===== src/rtl/fetch_stage.sv =====
// IF stage: owns the fetch PC, runs the instruction-memory req/ready handshake and
// feeds {inst, pc, pred_pc} to ID through the IF/ID latch backed by a one-entry skid buffer.
module fetch_stage #(
    parameter int               XLEN     = 32,
    parameter logic [XLEN-1:0]  RESET_PC = '0
) (
    input  logic            clk,
    input  logic            reset,
    output logic [XLEN-1:0] pc,
    input  logic [XLEN-1:0] pred_pc,
    input  logic            redirect,
    input  logic [XLEN-1:0] redirect_pc,
    input  logic            stall,
    output logic            imem_req,
    output logic [XLEN-1:0] imem_addr,
    input  logic            imem_ready,
    input  logic [XLEN-1:0] imem_data,
    output logic            if_id_valid,
    output logic [XLEN-1:0] if_id_inst,
    output logic [XLEN-1:0] if_id_pc,
    output logic [XLEN-1:0] if_id_pred_pc,
    output logic [1:0]      dbg_state
);

    // Handshake: once imem_req rises, imem_req and imem_addr hold until a posedge
    // samples imem_req & imem_ready (completion). imem_data is valid in that cycle only.
    typedef enum logic [1:0] {
        S_FETCH  = 2'd0,
        S_WAIT   = 2'd1,
        S_SQUASH = 2'd2
    } state_t;

    state_t          state;
    logic            live;
    logic [XLEN-1:0] squash_addr;
    logic            skid_valid;
    logic [XLEN-1:0] skid_inst;
    logic [XLEN-1:0] skid_pc;
    logic [XLEN-1:0] skid_pred_pc;
    logic            done;

    // live delays the first request to the cycle after reset release.
    assign imem_req  = live && ((state != S_FETCH) || !skid_valid);
    // A squashed access keeps its old address while pc already points at the redirect target.
    assign imem_addr = (state == S_SQUASH) ? squash_addr : pc;
    assign done      = imem_req && imem_ready;
    assign dbg_state = state;

    always_ff @(posedge clk or negedge reset) begin
        if (!reset) begin
            state         <= S_FETCH;
            live          <= 1'b0;
            pc            <= RESET_PC;
            squash_addr   <= '0;
            skid_valid    <= 1'b0;
            skid_inst     <= '0;
            skid_pc       <= '0;
            skid_pred_pc  <= '0;
            if_id_valid   <= 1'b0;
            if_id_inst    <= '0;
            if_id_pc      <= '0;
            if_id_pred_pc <= '0;
        end else begin
            live <= 1'b1;
            if (redirect) begin
                pc          <= redirect_pc;
                if_id_valid <= 1'b0;
                skid_valid  <= 1'b0;
                if (imem_req && !imem_ready) begin
                    state <= S_SQUASH;
                    if (state != S_SQUASH) begin
                        squash_addr <= pc;
                    end
                end else begin
                    state <= S_FETCH;
                end
            end else begin
                case (state)
                    S_FETCH:  if (imem_req && !imem_ready) state <= S_WAIT;
                    S_WAIT:   if (imem_ready) state <= S_FETCH;
                    S_SQUASH: if (imem_ready) state <= S_FETCH;
                    default:  state <= S_FETCH;
                endcase

                if (done && (state != S_SQUASH)) begin
                    pc <= pred_pc;
                    if (stall) begin
                        skid_valid   <= 1'b1;
                        skid_inst    <= imem_data;
                        skid_pc      <= pc;
                        skid_pred_pc <= pred_pc;
                    end else begin
                        if_id_valid   <= 1'b1;
                        if_id_inst    <= imem_data;
                        if_id_pc      <= pc;
                        if_id_pred_pc <= pred_pc;
                    end
                end else if (!stall) begin
                    // No request is issued while the skid is full, so draining never races a completion.
                    if (skid_valid) begin
                        if_id_valid   <= 1'b1;
                        if_id_inst    <= skid_inst;
                        if_id_pc      <= skid_pc;
                        if_id_pred_pc <= skid_pred_pc;
                        skid_valid    <= 1'b0;
                    end else begin
                        if_id_valid <= 1'b0;
                    end
                end
            end
        end
    end

endmodule


===== config.mk =====
export PLATFORM = sky130hd
export DESIGN_NAME = fetch_stage
export DESIGN_NICKNAME = d
export VERILOG_FILES = /design/src/rtl/fetch_stage.sv
export SDC_FILE = /design/constraint.sdc
export NUM_CORES = 1
export LEC_CHECK = 0
export BUFFER_PORTS_ARGS = -buffer_cell sky130_fd_sc_hd__buf_4
export CORE_MARGIN = 4
export CORE_UTILIZATION = 50
export CTS_CLUSTER_SIZE = 12
export DETAILED_ROUTE_END_ITERATION = 6
export PLACE_DENSITY = 0.76
export SYNTH_ARGS = -nofsm -noshare
export SYNTH_HDL_FRONTEND = slang
export SYNTH_SLANG_ARGS = --single-unit

===== constraint.sdc =====
create_clock -name clk -period 2 [get_ports clk]
set_input_delay 0.4 -clock clk [delete_from_list [all_inputs] [get_ports clk]]
set_output_delay 0.4 -clock clk [all_outputs]
set_load 0.01 [all_outputs]

==> results.md, run 1 <==
* Post-route antenna net violation count at 0
* Hold Path Cell Cnt at 3
* Placed wire-length estimate at 26.36 mm
* Worst EP arrival at 1930 ps
* Final Critical Period at 2331 ps
* Worst setup margin at -330.8 ps
* Switching share of power at 0.2865
* Achievable frequency at 429.0 MHz
* Comb pwr share at 0.273
* Placed cell areas at 0.01597 mm2
* Hold Path Origin: redirect_pc[7]
* Most frequent cell after synthesis: dfrtp_1
* Final Setup Violations at 260
* Layout cells sized above 1 at 0.5606
* RD Place Congestion at 0.8770
* Worst slew margin at 0.6511
* Antenna violations before repair at 2
* Total GRT Usage at 0.2930
* Tcrit/Tclk final at 1.165
* Syn Nets at 1,166
* Setup TNS at -43,310 ps
* Largest net degree at the start of global routing at 63
* Synth top area share at 0.4883
* Clk pin slew, worst setup/hold paths at 60 ps
* Core area at 0.02621 mm2
* Async set or reset register ratio after synthesis at 1.000
* RSZ-0062 raised after global routing: true
* Warnings, synthesis at 0
* Worst Setup EP: imem_addr[4]
* CP endpoint kind: primary output
* Max Cap Violations at 0
* DR DRC count at 0
* Worst Clk Skew at 19.34 ps
* Wire length per cell at 28.66 um
* Hold crit path type: input port to register
* Final Hold Viols at 0
* Post-Syn Area at 0.01338 mm2
* FF-to-FF End: if_id_pred_pc[22]
* Yosys cell types at 36
* Insertion delay to the later sink of the worst-skew pair at 550 ps
* R2R Path Start: dbg_state[1]
* Worst Reg-to-Reg Cells at 8
* Total number of vias at 11,661
* Num CTS Buffers at 29
* Avg Inst Size Synth at 12.58 um2
* Number of synthesized flops with an enable pin at 0
* I/O pin cnt at 265
* PortBufs at 264
* Pre-CTS WS at -49.32 ps
* Critical path class: register to primary output
* Row cnt at 59
* Switching power at 4826 uW
* First-pass GRT wire length at 68.36 mm
* Clk pwr share at 0.301
* Vias per cell at 6.835
* Drt total wl at 48.89 mm
* Area Overhead vs Synth at 44.65%
* Static Leak at 0.008517 uW
* Required time of the critical path at 1600 ps
* CTS sink cnt at 261
* CP Launch Type: register
* NumNets Final at 1,459
* CTS max path bufs at 3
* Worst R2R Setup Slack at -210 ps
* Cell Pwr Density at 870.6 mW/mm2
* Grt total ovfl at 0
* Seq pwr share at 0.426
* Sequential-to-total area share from yosys stat at 0.4883
* Vias in the first global route at 11,534
* Post-synth top cells: dfrtp_1, mux2_2, or3_1, o221a_2, o32a_1
* Number of H-tree levels at 1
* Int Pwr at 12,020 uW
* Post-synth top area cell: dfrtp_1
* Total design power at 16,850 uW
* Root buffer selected by CTS: clkbuf_16
* Failing checks: setup timing
* #FFs+latches synth at 261
* Die width at 171.6 um
* Slew @ Worst Pin at 523.3 ps
* Design area at 0.01935 mm2
* CTS tree: built
* Worst Path Max Fanout at 6
* Post-synth top flop: dfrtp_1
* Die area at 0.02943 mm2
* Status: finished, violations left
* Starting DRC count in detailed routing at 1,193
* Cells after synthesis at 1,063
* Slew Viols, Final at 0
* DR pass1 iterations at 5
* Placed insts at 1,597
* Worst VDD drop at 0.6340 mV
* Initial Util at 0.5104
* Synth top area cells: dfrtp_1, mux2_2, o221a_2
* Non-filler cells, final at 1,706
* Worst setup startpoint: dbg_state[0]
* Die H at 171.6 um
-- power groups by stage --
| stage | combinational [uW] | sequential, uW | clock (uW) |
|---|---|---|---|
| floorplan | 1930 | 7050 | 0 |
| global placement | 3380 | 7070 | 0 |
| detailed placement | 3500 | 7120 | 0 |
| CTS | 3960 | 7060 | 5060 |
| global route | 4870 | 7280 | 5320 |
| finish | 4600 | 7180 | 5060 |
-- registers in the layout (all words and copies together) (netlist names), 2 cells and up --
register       flops
squash_addr       32
dbg_state          2
if_id_pc          32
pc                32
skid_pc           32
if_id_inst        32
skid_inst         32
if_id_pred_pc     32
skid_pred_pc      32
-- critical path, cell delays in order, from the launching register on --
cell and delay [ps]:
dfrtp_1 390, inv_2 90, ha_4 160, buf_12 140, buf_12 150, mux2_4 310, buf_6 120
-- layout make-up --
cell class	instances	area (um2)
multi-input cells	680	7412
inverters	2	7.507
clock buffers	37	795.8
well taps	335	419.2
flip-flops and latches	261	6535
repair buffers	382	4104
clock inverters	8	72.57
fillers	1663	6858
diodes	1	2.502
-- what timing repair did --
| item | CTS | global route |
|---|---|---|
| pin swaps | 7 | 23 |
| gates cloned | 16 | 21 |
| resized for setup | 122 | 205 |
| endpoints found under the setup margin | 72 | 290 |
| endpoints found under the hold margin | 37 | 0 |
| hold buffers | 1 | 0 |
| setup buffers | 24 | 15 |
-- layout by cell type, fill, tap and decap left out, types with 8 or more instances in the layout --
cell and n:
a21oi_1 30, a31oi_1 18, a31oi_4 8, buf_12 39, buf_16 11, buf_4 257
buf_6 48, buf_8 11, clkbuf_16 44, dfrtp_1 260, mux2_1 24, mux2_2 103
mux2_4 117, nor2b_1 35, o21ai_0 23, o21ai_1 10, o221a_2 35, o221a_4 56
o32a_1 84, or3_1 96
-- per-stage QoR --
stage,hold slack (ps),utilization
after CTS,84.82,0.6878
after detailed placement,342.4,0.6095
after global routing,94.54,0.7383
after floorplan,104.4,-
after global placement,341.8,0.6095
final,99.64,0.7383
-- kinds of logic (layout without fill, tap and decap cells) --
| group | after synthesis | after routing | share of synthesized area |
|---|---|---|---|
| other | 1 | 2 | 0.0002803 |
| AOI/OAI and AO/OA | 285 | 285 | 0.1874 |
| adders and majority gates | 2 | 2 | 0.001870 |
| DFF | 261 | 261 | 0.4883 |
| and+or+nand+nor | 148 | 148 | 0.07165 |
| buffers and inverters | 122 | 429 | 0.04518 |
| muxes | 244 | 244 | 0.2054 |
-- per-layer routing --
layer,wire (um),GRT usage,up-vias
met5,16,0,-
met4,1491,0.08198,2
met3,4494,0.06987,123
met2,23780,0.4838,666
met1,19110,0.3893,6083
li1,-,-,4787
-- how the worst min path moves through the flow --
stage / endpoint / slack [ps]
4_1_cts: skid_inst[15] / 80
2_1_floorplan: dbg_state[0] / 100
3_3_place_gp: skid_pred_pc[1] / 340
3_5_place_dp: skid_pred_pc[1] / 340
6_report: pc[7] / 100
5_1_grt: pc[8] / 90
No activity file was read; power rests on OpenSTA's default activity.
==> run 2: changes to the inputs <==
--- a/config.mk
+++ b/config.mk
@@ -10,6 +10,7 @@
 export CORE_UTILIZATION = 50
 export CTS_CLUSTER_SIZE = 12
 export DETAILED_ROUTE_END_ITERATION = 6
+export MAX_ROUTING_LAYER = met4
 export PLACE_DENSITY = 0.76
 export SYNTH_ARGS = -nofsm -noshare
 export SYNTH_HDL_FRONTEND = slang
==> results.md, run 2 (synthesized netlist as in run 1, its figures left out) <==
* Slew @ Worst Pin at 512.6 ps
* Status: finished, violations left
* Die width at 171.6 um
* Int Pwr at 12,010 uW
* Worst VDD drop at 0.6313 mV
* Wire length per cell at 28.54 um
* Cell Pwr Density at 871.1 mW/mm2
* Most frequent cells in the layout: dfrtp_1, buf_4, mux2_4
* Root buffer selected by CTS: clkbuf_16
* Die area at 0.02943 mm2
* Tcrit/Tclk final at 1.160
* RSZ-0062 raised after global routing: true
* CP max-delay cell: dfrtp_1
* Final Critical Period at 2320 ps
* Worst path max stage delay at 390 ps
* Clk pin slew, worst setup/hold paths at 60 ps
* Non-filler cells, final at 1,707
* Required time of the critical path at 1600 ps
* Die H at 171.6 um
* Design area at 0.01934 mm2
* Setup TNS at -41,690 ps
* Max Cap Violations at 0
* Failing checks: setup timing
* RD Place Congestion at 0.8914
* Placed insts at 1,597
* Seq pwr share at 0.427
* Area Overhead vs Synth at 44.59%
* Num CTS Buffers at 29
* Largest net degree at the start of global routing at 63
* Worst Clk Skew at 22.13 ps
* Total design power at 16,850 uW
* Placed wire-length estimate at 26.36 mm
* Worst EP arrival at 1920 ps
* Starting DRC count in detailed routing at 1,093
* CP endpoint kind: primary output
* Drt total wl at 48.71 mm
* Hold crit path type: input port to register
* Placed cell areas at 0.01597 mm2
* Switching power at 4834 uW
* Pre-CTS WS at -49.32 ps
* Insertion delay to the later sink of the worst-skew pair at 550 ps
* Worst setup margin at -320.4 ps
* CP delay by family, top: buffers and inverters
* DR DRC count at 0
* Final Setup Violations at 260
* Static Leak at 0.008516 uW
* Post-route antenna net violation count at 0
* Comb pwr share at 0.273
* Total GRT Usage at 0.3020
* Number of H-tree levels at 1
* Worst slew margin at 0.6583
* Antenna violations before repair at 1
* CTS sink cnt at 261
* Commonest non-fill, non-tap cell in the layout: dfrtp_1
* Layout cells sized above 1 at 0.5620
* Vias in the first global route at 11,569
* Grt total ovfl at 0
* Worst path cell trace: inv_2 -> ha_4 -> buf_12 -> buf_12 -> mux2_4 -> buf_6
* Core area at 0.02621 mm2
* Slew Viols, Final at 0
* Crit path buffers/inverters at 4
* CTS max path bufs at 3
* DR pass1 iterations at 6
* I/O pin cnt at 265
* Crit path top cell by count: buf_12
* Vias per cell at 6.713
* Total number of vias at 11,459
* NumNets Final at 1,459
* Achievable frequency at 431.0 MHz
* Clk pwr share at 0.301
* Row cnt at 59
* CTS tree: built
* Worst Path Max Fanout at 6
* Critical path class: register to primary output
* Final Hold Viols at 0
* Initial Util at 0.5104
* First-pass GRT wire length at 68.35 mm
* PortBufs at 264
* Switching share of power at 0.2869
* CP Launch Type: register
run 2: per-layer routing:
| metal | track usage | up-vias | wire, um |
|---|---|---|---|
| met5 | - | - | 0 |
| met4 | 0.08336 | 0 | 1480 |
| met3 | 0.06642 | 97 | 3971 |
| met2 | 0.4836 | 544 | 23500 |
| met1 | 0.3914 | 6040 | 19760 |
| li1 | - | 4778 | - |
run 2: per-stage QoR:
step,util,hold WS (ps)
global placement,0.6095,341.8
finish,0.7380,90.80
global route,0.7379,98.52
detailed placement,0.6095,342.4
floorplan,-,104.4
CTS,0.6878,84.82
run 2: what timing repair did:
action                                 CTS  global route
hold buffers                             1             0
setup endpoints to repair               72           290
endpoints found under the hold margin   37             0
gates cloned                            16            21
setup buffers                           24            15
resized for setup                      122           209
pin swaps                                7            23
run 2: cell type report:
class / count / area [um2]
fillers: 1657 / 6865
repair buffers: 382 / 4113
well taps: 335 / 419.2
diodes: 2 / 5.005
clock buffers: 37 / 795.8
inverters: 2 / 7.507
clock inverters: 8 / 72.57
flip-flops and latches: 261 / 6535
multi-input cells: 680 / 7393
run 2: path summary, 6_finish.rpt:
path / from / endpoint / slack, ps / depth (start not counted)
max: dbg_state[0] / imem_addr[4] / -320 / 6
min: redirect_pc[7] / pc[7] / 90 / 3
max reg2reg: dbg_state[1] / skid_inst[7] / -210 / 8
min reg2reg: squash_addr[29] / squash_addr[29] / 490 / 1
max in group asynchronous: reset / if_id_inst[15] / 950 / 3
min in group asynchronous: reset / skid_pred_pc[1] / 360 / 2
run 2: power by group through the flow:
stage | combinational (uW) | clock (uW) | sequential (uW)
4_1_cts | 3960 | 5060 | 7060
3_3_place_gp | 3380 | 0 | 7070
2_1_floorplan | 1930 | 0 | 7050
3_5_place_dp | 3500 | 0 | 7120
5_1_grt | 4860 | 5310 | 7280
6_report | 4590 | 5070 | 7190
run 2: worst min-delay path, cell delays in order:
cell and delay, ps:
buf_4 80, nor2b_1 30, a21oi_1 100
==> run 3: changes to the inputs <==
--- a/config.mk
+++ b/config.mk
@@ -12,6 +12,7 @@
 export DETAILED_ROUTE_END_ITERATION = 6
 export MAX_ROUTING_LAYER = met4
 export PLACE_DENSITY = 0.76
+export RECOVER_POWER = 25
 export SYNTH_ARGS = -nofsm -noshare
 export SYNTH_HDL_FRONTEND = slang
 export SYNTH_SLANG_ARGS = --single-unit
==> results.md, run 3 (synthesized netlist as in run 1, its figures left out) <==
* Worst Reg-to-Reg Cells at 8
* Critical path class: register to primary output
* Number of H-tree levels at 1
* Setup TNS at -41,690 ps
* NumNets Final at 1,459
* Die area at 0.02943 mm2
* Worst VDD drop at 0.6332 mV
* Switching share of power at 0.2871
* Worst slew margin at 0.1556
* Num CTS Buffers at 29
* Clk pin slew, worst setup/hold paths at 60 ps
* Comb pwr share at 0.272
* Total design power at 16,840 uW
* RD Place Congestion at 0.8914
* Final Critical Period at 2319 ps
* Vias in the first global route at 11,569
* First-pass GRT wire length at 68.35 mm
* Die width at 171.6 um
* Failing checks: setup timing
* Slew @ Worst Pin at 1267 ps
* Cell Pwr Density at 872.8 mW/mm2
* Area Overhead vs Synth at 44.23%
* Fill count at 1,664
* Hold crit path type: input port to register
* Final Setup Violations at 262
* Worst path cell trace: inv_2 -> ha_4 -> buf_12 -> buf_12 -> mux2_4 -> buf_6
* Switching power at 4835 uW
* Design area at 0.01929 mm2
* Drt total wl at 48.77 mm
* CTS max path bufs at 3
* Crit path top cell by count: buf_12
* CP Launch Type: register
* Antenna violations before repair at 1
* Required time of the critical path at 1600 ps
* Clk pwr share at 0.301
* Int Pwr at 12,000 uW
* FF+latch area at 0.006535 mm2
* Total GRT Usage at 0.3020
* CP max-delay cell: dfrtp_1
* Grt total ovfl at 0
* Placed wire-length estimate at 26.36 mm
* Layout cells sized above 1 at 0.5620
* Worst path max stage delay at 390 ps
* Static Leak at 0.008499 uW
* Crit path depth at 6
* Root buffer selected by CTS: clkbuf_16
* Wire length per cell at 28.57 um
* Worst setup margin at -319.4 ps
* Most frequent cells in the layout: dfrtp_1, buf_4, mux2_4
* DR pass1 iterations at 5
* Worst Path Max Fanout at 6
* Insertion delay to the later sink of the worst-skew pair at 550 ps
* I/O pin cnt at 265
* Initial Util at 0.5104
* Largest net degree at the start of global routing at 63
* DR DRC count at 0
* RSZ-0062 raised after global routing: true
* Post-route antenna net violation count at 0
* Crit path buffers/inverters at 4
* Final Hold Viols at 0
* Footprint of the multi-input gates at 0.007393 mm2
* Status: finished, violations left
* Achievable frequency at 431.1 MHz
* CP delay by family, top: buffers and inverters
* Tcrit/Tclk final at 1.160
* Worst Clk Skew at 18.50 ps
* Seq pwr share at 0.427
* Total number of vias at 11,469
* Slew Viols, Final at 0
* Core area at 0.02621 mm2
* Row cnt at 59
* Hold Path Cell Cnt at 3
* CTS tree: built
* Max Cap Violations at 0
* Die H at 171.6 um
* Worst EP arrival at 1920 ps
* Placed cell areas at 0.01597 mm2
* Starting DRC count in detailed routing at 1,064
* CTS sink cnt at 261
* Vias per cell at 6.719
* PortBufs at 264
* CP endpoint kind: primary output
## run 3: changes by cell type in the layout (fill, tap and decap cells not counted)
cell,before,now
buf_4,257,260
clkbuf_2,0,1
buf_8,11,10
buf_12,40,37
## run 3: metrics by stage
stage	std cells	util	setup slack [ps]	hold WS, ps
2_1_floorplan	1063	-	-30.77	104.4
3_3_place_gp	1597	0.6095	-3.583	341.8
3_5_place_dp	1597	0.6095	-49.32	342.4
4_1_cts	1682	0.6878	-382.6	84.82
5_1_grt	1706	0.7361	-376.4	98.52
6_report	1707	0.7362	-319.4	95.04
## run 3: path summary, 6_finish.rpt
path | startpoint | endpoint | slack (ps)
worst min register to register | squash_addr[29] | squash_addr[29] | 490
worst max-delay path | dbg_state[0] | imem_addr[4] | -320
max in group asynchronous | reset | skid_inst[8] | 200
worst max register to register | dbg_state[1] | skid_inst[7] | -210
min in group asynchronous | reset | skid_pred_pc[1] | 660
worst min-delay path | redirect_pc[7] | pc[7] | 100
## run 3: cell type report
type,count,share of cell area
antenna,2,0.0002594
clock buffer,37,0.04125
clock inverter,8,0.003761
inverter,2,0.0003891
multi-input combinational,680,0.3832
sequential,261,0.3387
tap,335,0.02173
timing repair buffer,382,0.2107
## run 3: routing by layer
| metal | vias up | global-route usage | share of wire |
|---|---|---|---|
| li1 | 4775 | - | - |
| met1 | 6001 | 0.3914 | 0.40 |
| met2 | 592 | 0.4836 | 0.48 |
| met3 | 101 | 0.06642 | 0.088 |
| met4 | 0 | 0.08336 | 0.030 |
| met5 | - | - | 0 |
## run 3: repair_timing
item,in CTS,in global routing
hold endpoints to repair,37,0
cloned,16,21
setup endpoints to repair,72,290
pin swaps,7,23
resized for setup,122,209
setup buffers,24,15
hold buffers,1,0
## run 3: worst reg2reg max path, stage by stage (launching register included)
cell and delay (ps):
dfrtp_1 420, ha_4 190, buf_6 140, and3b_4 360
buf_12 150, nand4b_4 150, buf_12 200, clkbuf_16 180
mux2_4 300
## run 3: power by group through the flow
stage	Combinational [uW]	Clock, uW	Sequential [uW]
5_1_grt	4850	5310	7280
6_report	4580	5070	7190
3_3_place_gp	3380	0	7070
2_1_floorplan	1930	0	7050
3_5_place_dp	3500	0	7120
4_1_cts	3960	5060	7060
